--- src/rtl/anim_seq_ctrl_if.sv ---
// Signal bundle between anim_seq_ctrl and the keyboard decoder, video timing and animation FSM.
interface anim_seq_ctrl_if #(
   parameter int DEPTH = 4
);
   logic                    VSync_tick;
   logic                    J_Raw;
   logic                    K_Raw;
   logic                    Beat_Window;
   logic                    Anim_Busy;
   logic                    Anim_Clk_En;
   logic                    J_Press;
   logic                    K_Press;
   logic                    PunchEN;
   logic [$clog2(DEPTH):0]  Queue_Count;
   logic                    Drop;
   logic                    Err;

   modport slave (
      input  VSync_tick, J_Raw, K_Raw, Beat_Window, Anim_Busy,
      output Anim_Clk_En, J_Press, K_Press, PunchEN, Queue_Count, Drop, Err
   );

   modport master (
      output VSync_tick, J_Raw, K_Raw, Beat_Window, Anim_Busy,
      input  Anim_Clk_En, J_Press, K_Press, PunchEN, Queue_Count, Drop, Err
   );
endinterface

--- src/rtl/anim_seq_ctrl.sv ---
// Queues J/K key edges and replays them one at a time as press levels while the animation FSM is idle.
// ANIM_SEQ_BEAT_GATE_EN stores the on-beat bit per J event and drives PunchEN; otherwise PunchEN is 0.
module anim_seq_ctrl #(
   parameter int FRAME_DIV = 4,
   parameter int DEPTH     = 4,
   parameter int GAP_TICKS = 1,
   parameter int TIMEOUT   = 8
) (
   input  logic           Clk,
   input  logic           Reset,
   anim_seq_ctrl_if.slave bus
);

   localparam int AW       = $clog2(DEPTH);
   localparam int CW       = AW + 1;
   localparam int DW       = (FRAME_DIV > 1) ? $clog2(FRAME_DIV) : 1;
   localparam int TW       = $clog2(TIMEOUT + 1);
   localparam int GW       = (GAP_TICKS > 0) ? $clog2(GAP_TICKS + 1) : 1;
   localparam int GAP_LAST = (GAP_TICKS > 0) ? GAP_TICKS - 1 : 0;
`ifdef ANIM_SEQ_BEAT_GATE_EN
   localparam int EW = 2;
`else
   localparam int EW = 1;
`endif

   localparam logic [DW-1:0] DIV_LAST = DW'(FRAME_DIV - 1);
   localparam logic [TW-1:0] TO_LAST  = TW'(TIMEOUT - 1);
   localparam logic [GW-1:0] GAP_END  = GW'(GAP_LAST);
   localparam logic [CW-1:0] FULL_CNT = CW'(DEPTH);

   typedef enum logic [1:0] {
      S_IDLE,
      S_ISSUE,
      S_ACTIVE,
      S_GAP
   } state_t;

   state_t          state_q, state_d;
   logic            j_prev_q, k_prev_q;
   logic [EW-1:0]   mem_q [DEPTH];
   logic [AW-1:0]   wr_ptr_q, rd_ptr_q;
   logic [CW-1:0]   count_q;
   logic [EW-1:0]   cmd_q;
   logic [DW-1:0]   div_q;
   logic            clk_en_q;
   logic [TW-1:0]   to_cnt_q, to_cnt_d;
   logic [GW-1:0]   gap_cnt_q, gap_cnt_d;
   logic            drop_q, drop_d;
   logic            err_q, err_d;

   logic            j_rise, k_rise, push_req, push, pop;
   logic            fifo_full, fifo_empty;
   logic [EW-1:0]   push_dat;

   // Entry bit 0 marks a K command; K wins when both keys rise together.
   assign j_rise   = bus.J_Raw & ~j_prev_q;
   assign k_rise   = bus.K_Raw & ~k_prev_q;
   assign push_req = j_rise | k_rise;

   always_comb begin
      push_dat    = '0;
      push_dat[0] = k_rise;
`ifdef ANIM_SEQ_BEAT_GATE_EN
      push_dat[1] = ~k_rise & bus.Beat_Window;
`endif
   end

`ifndef ANIM_SEQ_BEAT_GATE_EN
   logic unused_beat;
   assign unused_beat = bus.Beat_Window;
`endif

   assign fifo_full  = (count_q == FULL_CNT);
   assign fifo_empty = (count_q == '0);
   assign pop        = (state_q == S_IDLE) && !fifo_empty;
   assign push       = push_req && (!fifo_full || pop);
   assign drop_d     = push_req && fifo_full && !pop;

   always_ff @(posedge Clk) begin
      if (push) begin
         mem_q[wr_ptr_q] <= push_dat;
      end
   end

   always_ff @(posedge Clk) begin
      if (Reset) begin
         j_prev_q <= 1'b0;
         k_prev_q <= 1'b0;
         wr_ptr_q <= '0;
         rd_ptr_q <= '0;
         count_q  <= '0;
         cmd_q    <= '0;
         drop_q   <= 1'b0;
      end else begin
         j_prev_q <= bus.J_Raw;
         k_prev_q <= bus.K_Raw;
         drop_q   <= drop_d;
         if (push) begin
            wr_ptr_q <= wr_ptr_q + 1'b1;
         end
         if (pop) begin
            rd_ptr_q <= rd_ptr_q + 1'b1;
            cmd_q    <= mem_q[rd_ptr_q];
         end
         count_q <= count_q + CW'(push) - CW'(pop);
      end
   end

   // Frame-advance divider: one enable per FRAME_DIV video frames.
   always_ff @(posedge Clk) begin
      if (Reset) begin
         div_q    <= '0;
         clk_en_q <= 1'b0;
      end else begin
         clk_en_q <= 1'b0;
         if (bus.VSync_tick) begin
            if (div_q == DIV_LAST) begin
               div_q    <= '0;
               clk_en_q <= 1'b1;
            end else begin
               div_q <= div_q + 1'b1;
            end
         end
      end
   end

   always_ff @(posedge Clk) begin
      if (Reset) begin
         state_q   <= S_IDLE;
         to_cnt_q  <= '0;
         gap_cnt_q <= '0;
         err_q     <= 1'b0;
      end else begin
         state_q   <= state_d;
         to_cnt_q  <= to_cnt_d;
         gap_cnt_q <= gap_cnt_d;
         err_q     <= err_d;
      end
   end

   always_comb begin
      state_d   = state_q;
      to_cnt_d  = to_cnt_q;
      gap_cnt_d = gap_cnt_q;
      err_d     = 1'b0;
      case (state_q)
         S_IDLE: begin
            if (!fifo_empty) begin
               state_d  = S_ISSUE;
               to_cnt_d = '0;
            end
         end
         S_ISSUE: begin
            if (bus.Anim_Busy) begin
               state_d = S_ACTIVE;
            end else if (clk_en_q) begin
               if (to_cnt_q == TO_LAST) begin
                  // FSM never picked the command up; abandon it and move on.
                  state_d   = S_GAP;
                  gap_cnt_d = '0;
                  err_d     = 1'b1;
               end else begin
                  to_cnt_d = to_cnt_q + 1'b1;
               end
            end
         end
         S_ACTIVE: begin
            if (!bus.Anim_Busy) begin
               state_d   = S_GAP;
               gap_cnt_d = '0;
            end
         end
         S_GAP: begin
            if (GAP_TICKS == 0) begin
               state_d = S_IDLE;
            end else if (clk_en_q) begin
               if (gap_cnt_q == GAP_END) begin
                  state_d = S_IDLE;
               end else begin
                  gap_cnt_d = gap_cnt_q + 1'b1;
               end
            end
         end
         default: state_d = S_IDLE;
      endcase
   end

   assign bus.Anim_Clk_En = clk_en_q;
   assign bus.K_Press     = (state_q == S_ISSUE) &&  cmd_q[0];
   assign bus.J_Press     = (state_q == S_ISSUE) && !cmd_q[0];
`ifdef ANIM_SEQ_BEAT_GATE_EN
   assign bus.PunchEN     = (state_q == S_ISSUE) && !cmd_q[0] && cmd_q[1];
`else
   assign bus.PunchEN     = 1'b0;
`endif
   assign bus.Queue_Count = count_q;
   assign bus.Drop        = drop_q;
   assign bus.Err         = err_q;

endmodule

--- src/flat_wrapper.sv ---
// flat-port wrapper written by rule: the top's interface ports become plain ports
module anim_seq_ctrl_flat 
#(
   parameter int FRAME_DIV = 4,
   parameter int DEPTH     = 4,
   parameter int GAP_TICKS = 1,
   parameter int TIMEOUT   = 8
)
  (Clk, Reset, bus_VSync_tick, bus_J_Raw, bus_K_Raw, bus_Beat_Window, bus_Anim_Busy, bus_Anim_Clk_En, bus_J_Press, bus_K_Press, bus_PunchEN, bus_Queue_Count, bus_Drop, bus_Err);
  anim_seq_ctrl_if #(.DEPTH(DEPTH)) bus_i ();
  input  logic Clk;
  input  logic Reset;
  input wire logic [$bits(bus_i.VSync_tick)-1:0] bus_VSync_tick;
  input wire logic [$bits(bus_i.J_Raw)-1:0] bus_J_Raw;
  input wire logic [$bits(bus_i.K_Raw)-1:0] bus_K_Raw;
  input wire logic [$bits(bus_i.Beat_Window)-1:0] bus_Beat_Window;
  input wire logic [$bits(bus_i.Anim_Busy)-1:0] bus_Anim_Busy;
  output wire logic [$bits(bus_i.Anim_Clk_En)-1:0] bus_Anim_Clk_En;
  output wire logic [$bits(bus_i.J_Press)-1:0] bus_J_Press;
  output wire logic [$bits(bus_i.K_Press)-1:0] bus_K_Press;
  output wire logic [$bits(bus_i.PunchEN)-1:0] bus_PunchEN;
  output wire logic [$bits(bus_i.Queue_Count)-1:0] bus_Queue_Count;
  output wire logic [$bits(bus_i.Drop)-1:0] bus_Drop;
  output wire logic [$bits(bus_i.Err)-1:0] bus_Err;
  assign bus_i.VSync_tick = bus_VSync_tick;
  assign bus_i.J_Raw = bus_J_Raw;
  assign bus_i.K_Raw = bus_K_Raw;
  assign bus_i.Beat_Window = bus_Beat_Window;
  assign bus_i.Anim_Busy = bus_Anim_Busy;
  assign bus_Anim_Clk_En = bus_i.Anim_Clk_En;
  assign bus_J_Press = bus_i.J_Press;
  assign bus_K_Press = bus_i.K_Press;
  assign bus_PunchEN = bus_i.PunchEN;
  assign bus_Queue_Count = bus_i.Queue_Count;
  assign bus_Drop = bus_i.Drop;
  assign bus_Err = bus_i.Err;
  anim_seq_ctrl #(.FRAME_DIV(FRAME_DIV), .DEPTH(DEPTH), .GAP_TICKS(GAP_TICKS), .TIMEOUT(TIMEOUT)) u_core (.Clk(Clk), .Reset(Reset), .bus(bus_i));
endmodule
--- config.mk ---
export PLATFORM = sky130hd
export DESIGN_NAME = anim_seq_ctrl_flat
export DESIGN_NICKNAME = d
export VERILOG_FILES = /design/src/rtl/anim_seq_ctrl_if.sv /design/src/rtl/anim_seq_ctrl.sv /design/src/flat_wrapper.sv
export SDC_FILE = /design/constraint.sdc
export NUM_CORES = 1
export LEC_CHECK = 0
export BUFFER_PORTS_ARGS = -buffer_cell sky130_fd_sc_hd__buf_4
export CORE_AREA = 2 2 59 75
export DETAILED_ROUTE_END_ITERATION = 8
export DIE_AREA = 0 0 61 77
export GPL_TIMING_DRIVEN = 1
export HOLD_SLACK_MARGIN = 0.1
export PLACE_DENSITY_LB_ADDON = 0.08
export SYNTH_ARGS = -nofsm -noshare
export SYNTH_HDL_FRONTEND = slang
export SYNTH_SLANG_ARGS = --single-unit
--- constraint.sdc ---
create_clock -name Clk -period 3.6 [get_ports Clk]
set_input_delay 0.36 -clock Clk [delete_from_list [all_inputs] [get_ports Clk]]
set_output_delay 0.36 -clock Clk [all_outputs]
set_load 0.01 [all_outputs]
=== Yosys cells after proc, flatten, opt, wreduce, memory -nomap -nowiden ===
Memory sizes are Yosys's and may differ from the RTL's. A register that Yosys moved wholly into a read port is not among the register bits.
Index checks and enable logic that the tools add are counted.

* Input bits: 7
* Flip-flop bits (word level): 21
* Output and inout bits: 9
* Memory bits (read-only): 0
* Latch bits: 0
* Memories: 1
* Bits in writable memories: 4

* Eq/ne operators: 16
* Bitwise gates (word level): 8
* Mux-type cells: 25
* Add/sub/neg operators: 7
* Shifts and indexed selects: 0
* $lt $le $gt $ge: 0
* Multipliers: 0
* Div/mod/pow operators: 0
* Reductions and logical operators: 20

{| class="wikitable"
|+ Memories
! name !! depth !! bits a word !! rd ports !! clocked after Yosys merged registers in !! write ports !! RTL line !! text
|-
| u_core.mem_q || 4 || 1 || 1 || 1 || 1 || anim_seq_ctrl.sv:40 || <nowiki>logic [EW-1:0] mem_q [DEPTH];</nowiki>
|}

{| class="wikitable"
|+ Operator list
! operator !! count
|-
| $mux 2 || 8
|-
| $mux 4 || 4
|-
| $reduce_and 6->1 || 2
|-
| $mux 1 || 10
|-
| $ne 2x2->1 const B || 5
|-
| $pmux 2 s4 || 1
|-
| $pmux 4 s2 || 1
|-
| $add 2x1->2 const B || 3
|-
| $eq 2x2->1 const B || 3
|-
| $logic_and 1x1->1 || 6
|-
| $ne 2x1->1 const B || 3
|-
| $ne 3x2->1 const B || 2
|-
| $not 1->1 || 5
|-
| $reduce_and 5->1 || 1
|-
| $add 4x1->4 const B || 1
|-
| $eq 4x3->1 const B || 1
|-
| $logic_not 1->1 || 4
|-
| $reduce_or 4->1 || 1
|-
| $add 3x1->3 || 1
|-
| $eq 3x3->1 const B || 1
|-
| $logic_not 3->1 || 1
|-
| $pmux 1 s3 || 1
|-
| $reduce_bool 3->1 || 1
|-
| $sub 3x1->3 || 1
|-
| 8 further kinds || 9
|}

=== Logic depth before layout (Yosys ltp) ===
Gate-level depths: netlist (run 1).

* Word-level depth: 7
* Gate-level depth with buffers: 9
* Mapped depth without buffers: 9

=== Worst setup path after synthesis (run 1) ===
No wires, ideal clock.

* Kind: register to register
* Start: reg u_core.state_q[0]
* End: reg u_core.count_q[2] (netlist: u_core.bus.Queue_Count[2])
* Slack: 1.585 ns
* Arrival time: 1.887 ns
* Setup time: 0.128 ns
* Cell stages (with the launch flop): 10
* Required time: 3.472 ns
* Cells stage by stage: dfxtp_1 -> inv_1 -> ha_1 -> o31a_2 -> ha_1 -> inv_1 -> ha_1 -> fa_1 -> xnor2_1 -> nor2_1

* Word-level cells in the longest chain between the ends: 6

{| class="wikitable"
|+ RTL lines
! what !! RTL line !! text
|-
| start: declaration || anim_seq_ctrl.sv:38 || <nowiki>state_t state_q, state_d;</nowiki>
|-
| start signal: assignment || anim_seq_ctrl.sv:134 || <nowiki>state_q <= state_d;</nowiki>
|-
| $logic_not 2->1 (*) || anim_seq_ctrl.sv:75 || <nowiki>assign pop = (state_q == S_IDLE) && !fifo_empty;</nowiki>
|-
| $logic_and 1x1->1 (*) || anim_seq_ctrl.sv:75 ||
|-
| via u_core.pop || anim_seq_ctrl.sv:51 || <nowiki>logic j_rise, k_rise, push_req, push, pop;</nowiki>
|-
| $logic_or 1x1->1 || anim_seq_ctrl.sv:76 || <nowiki>assign push = push_req && (!fifo_full || pop);</nowiki>
|-
| $logic_and 1x1->1 || anim_seq_ctrl.sv:76 ||
|-
| $add 3x1->3 || anim_seq_ctrl.sv:105 || <nowiki>count_q <= count_q + CW'(push) - CW'(pop);</nowiki>
|-
| $sub 3x1->3 (*) || anim_seq_ctrl.sv:105 ||
|-
| end signal: assignment || anim_seq_ctrl.sv:105 ||
|-
| end: declaration || anim_seq_ctrl.sv:42 || <nowiki>logic [CW-1:0] count_q;</nowiki>
|}

Mark *: on every way through the listed nets, which the timed path passes. The rest lies on a longest branch.
A chain may end at the register's enable or synchronous reset.

=== Worst setup path after layout (run 1) ===
Same ends and word-level chain as after synthesis.

==> metrics.md, run 1 <==
| Metric | Value |
|---|---|
| Fin Setup TNS | 0 ps |
| Hold buffers post-CTS | 0 |
| NetSw | 382 uW |
| Mean post-synth cell area | 10.2 sq um |
| Final Wtd Congestion | 0.773 |
| First-pass GRT wire length | 3950 um |
| CTS H-tree depth | 1 |
| Diode count | 0 |
| Pre-antenna DRT Iters | 4 |
| Post-synth EDFFs | 4 |
| Main area contributors after synthesis | dfxtp_1 (31%), ha_1 (12%), edfxtp_1 (9.0%) |
| Initial Util | 0.334 |
| Final ANT Viol Nets | 0 |
| Total grt overflow | 0 |
| RSZ-0062 raised after global routing | false |
| Placed inst area | 0.00149 sq mm |
| Worst EP arrival | 2340 ps |
| Switching Share | 0.367 |
| Post-CTS setup buffer count | 0 |
| Part of the power in combinational logic | 0.456 |
| Ys async rst share | 0 |
| CP required | 3760 ps |
| Endpoints failing setup | 0 |
| Netlist Area Pre-Place | 0.00134 sq mm |
| Area leader, netlist | dfxtp_1 |
| Seq pwr share | 0.385 |
| Core area | 0.00400 sq mm |
| Count leader, synth | dfxtp_1 |
| Tcrit/Tclk final | 0.605 |
| Nets | 168 |
| Area taken by multi-input logic gates | 743 sq um |
| CTS buffer count | 3 |
| Cts repair resizes | 0 |
| Achievable Freq | 0.459 GHz |
| Status | complete, no violations |
| Via count | 913 |
| Post-Syn Instances | 131 |
| Layout area overhead | 15.2% |
| Clock Power Share | 0.159 |
| Layout filler cell count | 424 |
| Seq cells post-synth | 25 |
| Clock Tree Buf Depth | 2 |
| Max Cap Viol | 0 |
| Cell variety after synth | 42 |
| Sequential area share after synthesis | 0.404 |
| CTS tree | built |
| Ys Warns | 0 |
| Final HPWL DP | 1740 um |
| Internal power | 657 uW |
| Initial antenna violation count | 0 |
| Share of layout cells above drive strength 1 | 0.219 |
| Worst min path class | in -> reg |
| Vias/cell | 4.52 |
| Power Density | 675 mW/mm^2 |
| Root buffer cell | clkbuf_8 |
| Avg WL per Cell | 11.1 um |
| Total GRT Usage | 0.111 |
| Residual DRC count | 0 |
| Die Y | 77 um |
| Post-synth top area share | 0.315 |
| IO buf count | 13 |
| CTS Sinks | 25 |
| Setup CP Type | reg -> reg |
| Largest net degree at the start of global routing | 18 |
| CP startpoint kind | flip-flop |
| Io pins | 16 |
| Peak supply drop | 0.361 mV |
| Clk_skew | 4.90 ps |
| Area of the die | 0.00470 sq mm |
| FF+latch area | 541 sq um |
| Die Wd | 61 um |
| Clk pin slew, worst setup/hold paths | 90 ps |
| Pleak | 0.000694 uW |
| Worst hold slack | 293 ps |
| Iter 0 DRT Violations | 19 |
| Syn Nets | 152 |
| Final WL | 2240 um |
| Synth Flop Type | dfxtp_1 |
| CP Capture Type | flip-flop |
| Final Hold Vio Count | 0 |
| Number of cell rows | 26 |
| Vias in the first global route | 836 |
| Layout Cell Area excl Fill | 0.00154 sq mm |
| Fin crit period | 2180 ps |
| Clock latency on the worst-skew pair | 270 ps |
| Pins Over Slew Limit | 0 |
| Synth cell count leaders | dfxtp_1 (21), ha_1 (13), nor2_1 (12) |
| Crit path max fanout | 5 |
## critical path, stage by stage (launching register included)
cell	delay (ps)
dfxtp_1	400
inv_1	100
ha_1	280
o31a_2	180
ha_1	290
inv_1	40
ha_1	200
fa_1	380
xnor2_1	160
nor2_1	50
## stage by stage
stage	cells	setup WS, ps	utilization	total power, uW
detailed placement	198	1420	0.373	887
CTS	202	1400	0.385	1060
global route	202	1260	0.385	1140
finish	202	1420	0.385	1040
global placement	198	1440	0.373	878
floorplan	131	1590	-	772
## kinds of logic (layout without fill, tap and decap cells)
group                      Yosys count  in the layout  share of synthesized area
DFF                                 25             25                      0.404
adders and majority gates           14             14                      0.137
buffers and inverters               13             28                     0.0393
other                                1              1                    0.00281
and+or+nand+nor                     48             48                      0.228
AOI/OAI and AO/OA                   20             20                      0.110
xor gates and xnor gates             5              5                     0.0328
muxes                                5              5                     0.0468
## worst paths after layout
check | start | slack, ps | depth (start not counted) | endpoint
setup / recovery | u_core.state_q[0] | 1420 | 9 | u_core.bus.Queue_Count[2]
setup reg to reg | u_core.state_q[0] | 1420 | 9 | u_core.bus.Queue_Count[2]
hold / removal | bus_Anim_Busy | 290 | 2 | u_core.bus.Err
hold reg to reg | u_core.to_cnt_q[0] | 500 | 1 | u_core.to_cnt_q[0]
## state kept, by name, indices dropped and copies added, names as in the netlist
name                    flops
u_core.j_prev_q             1
u_core.bus.Anim_Clk_En      1
u_core.bus.Queue_Count      3
u_core.div_q                2
u_core.to_cnt_q             4
u_core.rd_ptr_q             2
u_core.bus.Drop             1
u_core.cmd_q                1
u_core.mem_q                4
u_core.wr_ptr_q             2
u_core.state_q              2
u_core.k_prev_q             1
u_core.bus.Err              1
## final cells by class
cell class              count  area share
repair buffers             13      0.0634
clock inverters             1     0.00325
flip-flops and latches     25       0.351
well taps                  56      0.0455
clock buffers               3      0.0268
inverters                  11      0.0268
multi-input cells          93       0.483
## placed cells by master (no fill, tap or decap), types with 3 or more instances in the layout
cell type,netlist,layout
and2_2,4,4
nor3_1,3,3
dfxtp_1,21,21
o21ai_1,3,3
xnor2_1,4,4
clkbuf_8,0,3
buf_4,1,13
nand2b_1,3,3
edfxtp_1,4,4
a31oi_1,3,3
nor2_1,12,12
inv_1,11,11
ha_1,13,13
mux2i_1,4,4
nand2_1,5,5
nor2b_1,6,6
## layer usage
layer	wire length, um	up-vias	global-route usage
li1	-	476	-
met1	995	425	0.142
met2	1160	10	0.178
met3	66	2	0.0219
met4	17	0	0.0391
met5	0	-	0
## power by group through the flow
stage	combinational [uW]	clock [uW]	sequential [uW]
CTS	484	179	402
global route	543	190	411
floorplan	371	0	401
global placement	473	0	405
detailed placement	480	0	408
finish	474	165	400
Power figures use the tool's default switching activity.
==> run 2: changes to the inputs <==
==> constraint.sdc (replaced) <==
create_clock -name Clk -period 1.96 [get_ports Clk]
set_input_delay 0.196 -clock Clk [delete_from_list [all_inputs] [get_ports Clk]]
set_output_delay 0.196 -clock Clk [all_outputs]
set_load 0.01 [all_outputs]
==> run 2 against run 1 <==
Compared with the run above: sequential cell count is the same; routed wire length up 8.4%; global-route usage up 1.2 points; fmax is 16% higher; final cell count rose by 5.0%.
==> metrics.md, run 2 (synthesis results as in run 1) <==
| Metric | Value |
|---|---|
| Status | complete, no violations |
| CP Capture Type | flip-flop |
| Endpoints failing setup | 0 |
| IO buf count | 13 |
| Via count | 937 |
| Setup CP Type | reg -> reg |
| CTS H-tree depth | 1 |
| Die Y | 77 um |
| Commonest non-fill, non-tap cell in the layout | buf_4 |
| Die Wd | 61 um |
| Layout Cell Area excl Fill | 0.00166 sq mm |
| Diode count | 0 |
| Most frequent cells in the layout | buf_4 (23), dfxtp_1 (18), nor2_1 (12), ha_1 (11), inv_1 (9) |
| Root buffer cell | clkbuf_8 |
| Residual DRC count | 0 |
| Clock Tree Buf Depth | 2 |
| Final ANT Viol Nets | 0 |
| Final WL | 2430 um |
| Critical Path Max Stage Delay | 510 ps |
| Placed inst area | 0.00157 sq mm |
| Vias/cell | 4.42 |
| Total grt overflow | 0 |
| Area of the die | 0.00470 sq mm |
| Worst EP arrival | 2080 ps |
| Crit path cell chain | o31a_4, ha_4, inv_1, ha_1, fa_2, nor2b_1 |
| Final Hold Vio Count | 0 |
| Core area | 0.00400 sq mm |
| Fin crit period | 1870 ps |
| Min-delay src | bus_Anim_Busy |
| CTS Sinks | 25 |
| Io pins | 16 |
| Share of layout cells above drive strength 1 | 0.321 |
| CP startpoint kind | flip-flop |
| Final HPWL DP | 1860 um |
| First-pass GRT wire length | 4370 um |
| Total GRT Usage | 0.122 |
| CTS buffer count | 3 |
| Peak supply drop | 0.732 mV |
| Largest net degree at the start of global routing | 18 |
| R2R setup slack | 90 ps |
| Achievable Freq | 0.535 GHz |
| Worst hold slack | 126 ps |
| Kind of cell adding the most delay to the critical path | adder cells |
| Nets | 178 |
| Pre-antenna DRT Iters | 3 |
| CP required | 2170 ps |
| Worst min path class | in -> reg |
| Power Density | 1300 mW/mm^2 |
| CTS tree | built |
| Max Cap Viol | 0 |
| Slowest cell on the critical path | fa_2 |
| Pleak | 0.000746 uW |
| Final Wtd Congestion | 0.793 |
| Iter 0 DRT Violations | 37 |
| CP bufs+invs | 1 |
| Avg WL per Cell | 11.4 um |
| Crit path max fanout | 3 |
| Layout area overhead | 23.9% |
| Reg2Reg Launch Point | u_core.bus.Queue_Count[1] |
| Setup crit start | u_core.bus.Queue_Count[1] |
| Vias in the first global route | 978 |
| Clock latency on the worst-skew pair | 270 ps |
| Tcrit/Tclk final | 0.954 |
| Clk_skew | 1.38 ps |
| Final core occ | 0.414 |
| Initial antenna violation count | 0 |
| Number of cell rows | 26 |
| Clk pin slew, worst setup/hold paths | 90 ps |
| Initial Util | 0.334 |
| Pins Over Slew Limit | 0 |
==> run 2: cell count changes in the layout (fill, tap and decap cells not counted), moves of 2 or more <==
| cell | change |
|---|---|
| buf_4 | +10 |
| dfxtp_1 | -3 |
| dfxtp_2 | +3 |
| ha_1 | -2 |
| ha_4 | +2 |
| inv_1 | -2 |
| inv_2 | +2 |
==> run 2: final timing paths <==
path	end	cells after the start
setup reg to reg	u_core.bus.Queue_Count[1]	6
setup / recovery	u_core.bus.Queue_Count[1]	6
hold reg to reg	u_core.to_cnt_q[1]	2
hold / removal	u_core.bus.Err	2
==> run 2: layout make-up <==
cell class	instances	area [sq um]
fillers	416	2350
inverters	11	41.3
clock buffers	3	41.3
flip-flops and latches	25	544
multi-input cells	93	778
clock inverters	1	7.51
well taps	56	70.1
repair buffers	23	173
==> run 2: layer usage <==
| metal | share of wire | up-vias | GRT usage |
|---|---|---|---|
| li1 | - | 498 | - |
| met1 | 0.44 | 431 | 0.152 |
| met2 | 0.53 | 6 | 0.204 |
| met3 | 0.017 | 2 | 0.0202 |
| met4 | 0.0070 | 0 | 0.0457 |
| met5 | 0 | - | 0 |
==> run 2: what timing repair did <==
| item | 4_1_cts | 5_1_grt |
|---|---|---|
| setup buffers | 0 | 0 |
| resized for setup | 0 | 7 |
| hold buffers | 0 | 0 |
| hold endpoints to repair | 0 | 0 |
| setup endpoints to repair | 0 | 2 |
==> run 2: power by group <==
| part | total, uW | switching (uW) | internal [uW] | leakage [uW] |
|---|---|---|---|---|
| registers | 703 | 75.0 | 628 | 0.000211 |
| logic | 1130 | 524 | 603 | 0.000514 |
| clock network | 316 | 172 | 144 | 0.0000217 |
| total | 2150 | 772 | 1380 | 0.000746 |
==> run 2: stage by stage <==
step / instances / total power, uW / worst slack, ps / setup TNS (ps)
after floorplan: 131 / 1430 / 3.34 / 0
after global placement: 208 / 1750 / 58.1 / 0
final: 212 / 2150 / 90.6 / 0
after detailed placement: 208 / 1770 / 38.2 / 0
after CTS: 212 / 2110 / 22.0 / 0
after global routing: 212 / 2370 / -2.48 / -2.48
